File: src/rtl/pc_address_unit_pkg.sv
// Shared CPU definitions for the PC/address stage.
// Contains the interrupt/reset vector addresses, the control-bit bundle and the PC byte source selection.
package pc_address_unit_pkg;

    localparam int unsigned PC_BYTE_W = 8;
    localparam int unsigned PC_W      = 2 * PC_BYTE_W;

    typedef enum logic [PC_W-1:0] {
        VEC_NMI   = 16'hFFFA,
        VEC_RESET = 16'hFFFC,
        VEC_IRQ   = 16'hFFFE
    } vector_e;

    typedef struct packed {
        logic adl_pcl;
        logic pcl_pcl;
        logic adh_pch;
        logic pch_pch;
        logic i_pc;
    } pc_ctrl_t;

    typedef struct packed {
        logic adl_abl;
        logic adh_abh;
    } ab_ctrl_t;

    typedef enum logic [1:0] {
        PC_SRC_KEEP,
        PC_SRC_HOLD,
        PC_SRC_BUS
    } pc_src_e;

    // The bus select wins over an explicit hold select.
    function automatic pc_src_e pc_src_sel(input logic sel_bus, input logic sel_hold);
        if (sel_bus)
            return PC_SRC_BUS;
        else if (sel_hold)
            return PC_SRC_HOLD;
        else
            return PC_SRC_KEEP;
    endfunction

endpackage

File: src/rtl/pc_address_unit_if.sv
// Router-side bundle for the PC/address stage.
// It carries the ADL/ADH bus values, the PC/AB control strobes and the registered PC and address outputs.
interface pc_address_unit_if;
    import pc_address_unit_pkg::*;

    logic [PC_BYTE_W-1:0] i_bus_adl;
    logic [PC_BYTE_W-1:0] i_bus_adh;
    logic                 i_adl_pcl;
    logic                 i_pcl_pcl;
    logic                 i_adh_pch;
    logic                 i_pch_pch;
    logic                 i_i_pc;
    logic                 i_adl_abl;
    logic                 i_adh_abh;
    logic [PC_BYTE_W-1:0] o_pcl;
    logic [PC_BYTE_W-1:0] o_pch;
    logic [PC_W-1:0]      o_address;
    logic                 o_pc_page_cross;

    modport master (
        output i_bus_adl, i_bus_adh, i_adl_pcl, i_pcl_pcl, i_adh_pch, i_pch_pch,
               i_i_pc, i_adl_abl, i_adh_abh,
        input  o_pcl, o_pch, o_address, o_pc_page_cross
    );

    modport slave (
        input  i_bus_adl, i_bus_adh, i_adl_pcl, i_pcl_pcl, i_adh_pch, i_pch_pch,
               i_i_pc, i_adl_abl, i_adh_abh,
        output o_pcl, o_pch, o_address, o_pc_page_cross
    );
endinterface

File: src/rtl/pc_address_unit_pc_byte.sv
// One byte of the program counter.
// The byte selects either the bus value or its held value, then adds a carry-in with an 8-bit wrap and produces a carry-out.
module pc_byte
    import pc_address_unit_pkg::*;
#(
    parameter logic [PC_BYTE_W-1:0] RESET_VAL = '0
) (
    input  logic                 i_clk,
    input  logic                 i_reset,
    input  logic [PC_BYTE_W-1:0] i_bus,
    input  logic                 i_sel_bus,
    input  logic                 i_sel_hold,
    input  logic                 i_carry_in,
    output logic [PC_BYTE_W-1:0] o_value,
    output logic                 o_carry_out
);

    logic [PC_BYTE_W-1:0] value_q;
    logic [PC_BYTE_W-1:0] value_d;
    logic [PC_BYTE_W-1:0] src;

    always_comb begin
        src = value_q;
        case (pc_src_sel(i_sel_bus, i_sel_hold))
            PC_SRC_BUS: src = i_bus;
            default:    src = value_q;
        endcase
        value_d     = src + {{(PC_BYTE_W-1){1'b0}}, i_carry_in};
        o_carry_out = i_carry_in & (src == '1);
    end

    always_ff @(posedge i_clk or posedge i_reset) begin
        if (i_reset)
            value_q <= RESET_VAL;
        else
            value_q <= value_d;
    end

    assign o_value = value_q;

endmodule

File: src/rtl/pc_address_unit.sv
// Program counter and external address bus registers located around the internal bus router.
// The PC is split into two pc_byte instances; the PCL carry-out feeds directly into PCH.
module pc_address_unit
    import pc_address_unit_pkg::*;
#(
    parameter logic [PC_W-1:0] RESET_PC      = VEC_RESET,
    parameter logic [PC_W-1:0] RESET_ADDRESS = VEC_RESET
) (
    input  logic               i_clk,
    input  logic               i_reset,
    pc_address_unit_if.slave   bus
);

    pc_ctrl_t pc_ctrl;
    ab_ctrl_t ab_ctrl;

    logic pcl_carry;
    logic pch_carry_unused;

    logic [PC_BYTE_W-1:0] abl_q, abl_d;
    logic [PC_BYTE_W-1:0] abh_q, abh_d;
    logic                 page_cross_q, page_cross_d;

    assign pc_ctrl = '{adl_pcl: bus.i_adl_pcl, pcl_pcl: bus.i_pcl_pcl,
                       adh_pch: bus.i_adh_pch, pch_pch: bus.i_pch_pch,
                       i_pc: bus.i_i_pc};
    assign ab_ctrl = '{adl_abl: bus.i_adl_abl, adh_abh: bus.i_adh_abh};

    pc_byte #(.RESET_VAL(RESET_PC[PC_BYTE_W-1:0])) u_pcl (
        .i_clk       (i_clk),
        .i_reset     (i_reset),
        .i_bus       (bus.i_bus_adl),
        .i_sel_bus   (pc_ctrl.adl_pcl),
        .i_sel_hold  (pc_ctrl.pcl_pcl),
        .i_carry_in  (pc_ctrl.i_pc),
        .o_value     (bus.o_pcl),
        .o_carry_out (pcl_carry)
    );

    // PCH adds the PCL carry even when it is loaded from ADH in the same cycle.
    pc_byte #(.RESET_VAL(RESET_PC[PC_W-1:PC_BYTE_W])) u_pch (
        .i_clk       (i_clk),
        .i_reset     (i_reset),
        .i_bus       (bus.i_bus_adh),
        .i_sel_bus   (pc_ctrl.adh_pch),
        .i_sel_hold  (pc_ctrl.pch_pch),
        .i_carry_in  (pcl_carry),
        .o_value     (bus.o_pch),
        .o_carry_out (pch_carry_unused)
    );

    always_comb begin
        abl_d        = ab_ctrl.adl_abl ? bus.i_bus_adl : abl_q;
        abh_d        = ab_ctrl.adh_abh ? bus.i_bus_adh : abh_q;
        page_cross_d = pcl_carry;
    end

    always_ff @(posedge i_clk or posedge i_reset) begin
        if (i_reset) begin
            abl_q        <= RESET_ADDRESS[PC_BYTE_W-1:0];
            abh_q        <= RESET_ADDRESS[PC_W-1:PC_BYTE_W];
            page_cross_q <= 1'b0;
        end else begin
            abl_q        <= abl_d;
            abh_q        <= abh_d;
            page_cross_q <= page_cross_d;
        end
    end

    assign bus.o_address       = {abh_q, abl_q};
    assign bus.o_pc_page_cross = page_cross_q;

endmodule

File: src/flat_wrapper.sv
// flat-port wrapper written by rule: the top's interface ports become plain ports
module pc_address_unit_flat import pc_address_unit_pkg::*;
#(
    parameter logic [PC_W-1:0] RESET_PC      = VEC_RESET,
    parameter logic [PC_W-1:0] RESET_ADDRESS = VEC_RESET
)
  (i_clk, i_reset, bus_i_bus_adl, bus_i_bus_adh, bus_i_adl_pcl, bus_i_pcl_pcl, bus_i_adh_pch, bus_i_pch_pch, bus_i_i_pc, bus_i_adl_abl, bus_i_adh_abh, bus_o_pcl, bus_o_pch, bus_o_address, bus_o_pc_page_cross);
  pc_address_unit_if bus_i ();
  input  logic i_clk;
  input  logic i_reset;
  input wire logic [$bits(bus_i.i_bus_adl)-1:0] bus_i_bus_adl;
  input wire logic [$bits(bus_i.i_bus_adh)-1:0] bus_i_bus_adh;
  input wire logic [$bits(bus_i.i_adl_pcl)-1:0] bus_i_adl_pcl;
  input wire logic [$bits(bus_i.i_pcl_pcl)-1:0] bus_i_pcl_pcl;
  input wire logic [$bits(bus_i.i_adh_pch)-1:0] bus_i_adh_pch;
  input wire logic [$bits(bus_i.i_pch_pch)-1:0] bus_i_pch_pch;
  input wire logic [$bits(bus_i.i_i_pc)-1:0] bus_i_i_pc;
  input wire logic [$bits(bus_i.i_adl_abl)-1:0] bus_i_adl_abl;
  input wire logic [$bits(bus_i.i_adh_abh)-1:0] bus_i_adh_abh;
  output wire logic [$bits(bus_i.o_pcl)-1:0] bus_o_pcl;
  output wire logic [$bits(bus_i.o_pch)-1:0] bus_o_pch;
  output wire logic [$bits(bus_i.o_address)-1:0] bus_o_address;
  output wire logic [$bits(bus_i.o_pc_page_cross)-1:0] bus_o_pc_page_cross;
  assign bus_i.i_bus_adl = bus_i_bus_adl;
  assign bus_i.i_bus_adh = bus_i_bus_adh;
  assign bus_i.i_adl_pcl = bus_i_adl_pcl;
  assign bus_i.i_pcl_pcl = bus_i_pcl_pcl;
  assign bus_i.i_adh_pch = bus_i_adh_pch;
  assign bus_i.i_pch_pch = bus_i_pch_pch;
  assign bus_i.i_i_pc = bus_i_i_pc;
  assign bus_i.i_adl_abl = bus_i_adl_abl;
  assign bus_i.i_adh_abh = bus_i_adh_abh;
  assign bus_o_pcl = bus_i.o_pcl;
  assign bus_o_pch = bus_i.o_pch;
  assign bus_o_address = bus_i.o_address;
  assign bus_o_pc_page_cross = bus_i.o_pc_page_cross;
  pc_address_unit #(.RESET_PC(RESET_PC), .RESET_ADDRESS(RESET_ADDRESS)) u_core (.i_clk(i_clk), .i_reset(i_reset), .bus(bus_i));
endmodule
File: config.mk
export PLATFORM = sky130hd
export DESIGN_NAME = pc_address_unit_flat
export DESIGN_NICKNAME = d
export VERILOG_FILES = /design/src/rtl/pc_address_unit_pkg.sv /design/src/rtl/pc_address_unit_if.sv /design/src/rtl/pc_address_unit_pc_byte.sv /design/src/rtl/pc_address_unit.sv /design/src/flat_wrapper.sv
export SDC_FILE = /design/constraint.sdc
export NUM_CORES = 1
export LEC_CHECK = 0
export BUFFER_PORTS_ARGS = -buffer_cell sky130_fd_sc_hd__buf_2
export CAP_MARGIN = 40
export CORE_ASPECT_RATIO = 1.1
export CORE_MARGIN = 2
export CORE_UTILIZATION = 45
export DETAILED_ROUTE_END_ITERATION = 12
export GPL_TIMING_DRIVEN = 0
export PLACE_DENSITY_LB_ADDON = 0.15
export SLEW_MARGIN = 20
export SYNTH_ARGS = -nofsm -noshare
export SYNTH_HDL_FRONTEND = slang
export SYNTH_HIERARCHICAL = 1
export SYNTH_SLANG_ARGS = --single-unit
File: constraint.sdc
create_clock -name i_clk -period 2.7 [get_ports i_clk]
set_input_delay 0.27 -clock i_clk [delete_from_list [all_inputs] [get_ports i_clk]]
set_output_delay 0.27 -clock i_clk [all_outputs]
set_load 0.01 [all_outputs]
==> flow_summary.json <==
{
  "wl_per_cell_microns": 15.7,
  "final_layout_size_suffix_gt1_share_pct": 64.7,
  "fin_tns_setup_ns": 0,
  "skew_ns": 0.00523,
  "max_freq_mhz": 465,
  "critical_path_required_ns": 2.90,
  "drtIter0Drc": 40,
  "cts_sinks": 33,
  "outcome": "finished clean",
  "post_cts_resized": 0,
  "avgSynthCellArea_sq_um": 13.8,
  "post-dp-hpwl_mm": 2.81,
  "maxSlewHeadroom_pct": 56.9,
  "diodes": 0,
  "vias": 1205,
  "final_cell_mix": "buf_2 (53), dfstp_2 (28), mux2_4 (16)",
  "h-tree-depth": 2,
  "post_cts_buffers": 0,
  "die_w_microns": 63.3,
  "synth_nets": 155,
  "synth_area_sq_um": 1740,
  "final_common_cell": "buf_2",
  "cts_tree": "yes",
  "die-area_sq_um": 4380,
  "track_usage_pct": 18.6,
  "min_period_over_period_pct": 79.7,
  "crit_path_max_fanout": 3,
  "cp.arrival_ns": 2.35,
  "clock_latency_ns": 0.28,
  "start_kind": "flip-flop",
  "grt_pass1_wl_mm": 6.36,
  "postCtsHoldBufs": 1,
  "syn_to_final_growth_pct": 23.9,
  "crit_type": "reg2reg",
  "finalHoldViolations": 0,
  "maxSlewViolCount": 0,
  "cts_buffer_depth": 2,
  "route.detailed.drc": 0,
  "avgViaCountPerCell": 5.08,
  "yosys_warnings": 6,
  "dr.pass1.iters": 4,
  "wl_mm": 3.71,
  "cp-end-kind": "flip-flop",
  "ir_drop_mv": 0.274,
  "start_util_pct": 47.3,
  "path_clk_slew_ns": 0.07,
  "fin_nets": 216,
  "period_minus_slack_ns": 2.15,
  "finalWeightedCongestion": 0.746,
  "overflow": 0,
  "grt_antenna_before_repair": 0,
  "hold_slack_ns": 0.235,
  "worst_pin_slew_ns": 0.647,
  "port_buffers": 53,
  "synth_cells": 126,
  "p_per_area_nw_per_um2": 583,
  "place_inst": 229,
  "rsz0062_at_grt": "no",
  "hold_path_class": "in2reg",
  "postRouteAntennaNets": 0,
  "grt_pass1_vias": 1315,
  "root_buffer": "clkbuf_8",
  "maxCapViolCount": 0,
  "grt_max_degree": 18,
  "leakagePower_nw": 1.02,
  "total_power_mw": 1.26,
  "core_sq_um": 3680,
  "rows": 23,
  "fin_cells": 237,
  "io-pin-count": 58,
  "setup_violations": 0,
  "die_y_microns": 69.3,
  "numCtsBuffers": 5
}
[critical path: stages (launching register included)]
cell	delay (ns)
dfstp_2	0.53
nor2b_1	0.19
a32oi_1	0.15
nor3_1	0.34
ha_1	0.25
ha_1	0.21
o21ai_2	0.09
a21oi_1	0.15
xnor2_1	0.15
[layer usage]
metal	vias up	track usage [%]	routed length (microns)	share of wire (%)
li1	564	-	-	-
met1	597	20.9	1470	40
met2	40	34.2	2010	54
met3	4	4.55	186	5.0
met4	0	6.04	36	0.97
met5	-	0	0	0
[final timing paths]
kind	from	end	slack [ns]	depth (start not counted)
max	u_core/u_pcl/o_value[5]$_DFF_PP1_	u_core/u_pch/o_value[6]$_DFF_PP1_	0.55	8
max in group asynchronous	i_reset	u_core/bus.o_pc_page_cross$_DFF_PP0_	1.64	3
min in group asynchronous	i_reset	u_core/u_pcl/o_value[0]$_DFF_PP0_	0.51	3
min	bus_i_bus_adh[0]	u_core/abh_q[0]$_DFFE_PP1P_	0.23	2
max reg2reg	u_core/u_pcl/o_value[5]$_DFF_PP1_	u_core/u_pch/o_value[6]$_DFF_PP1_	0.55	8
min reg2reg	u_core/abl_q[1]$_DFFE_PP0P_	u_core/abl_q[1]$_DFFE_PP0P_	0.52	1
[final cells by class]
cell class / instances / area, sq um
inverters: 3 / 11.3
fillers: 357 / 1530
multi-input cells: 84 / 810
flip-flops and latches: 33 / 861
well taps: 50 / 62.6
clock inverters: 1 / 5.00
clock buffers: 6 / 72.6
plain buffers: 6 / 60.1
repair buffers: 54 / 275
[flip-flops by register name (all words and copies together), names as in the netlist]
name,count
u_core/u_pch/o_value,8
u_core/bus.o_pc_page_cross,1
u_core/abl_q,8
u_core/abh_q,8
u_core/u_pcl/o_value,8
[power by group]
group / leakage [nW] / internal (mW) / switching, mW / total, mW
Sequential: 0.355 / 0.591 / 0.0436 / 0.634
Combinational: 0.621 / 0.144 / 0.138 / 0.282
Clock: 0.0410 / 0.175 / 0.167 / 0.342
Total: 1.02 / 0.910 / 0.349 / 1.26
[stage by stage]
step	setup slack, ns	cell area, sq um	util [%]
global route	0.385	2160	58.6
finish	0.548	2160	58.6
detailed placement	0.507	2070	56.2
floorplan	0.852	1740	-
CTS	0.578	2160	58.6
global placement	0.539	2070	56.2
Note: power is estimated with default switching activity, not from simulation.
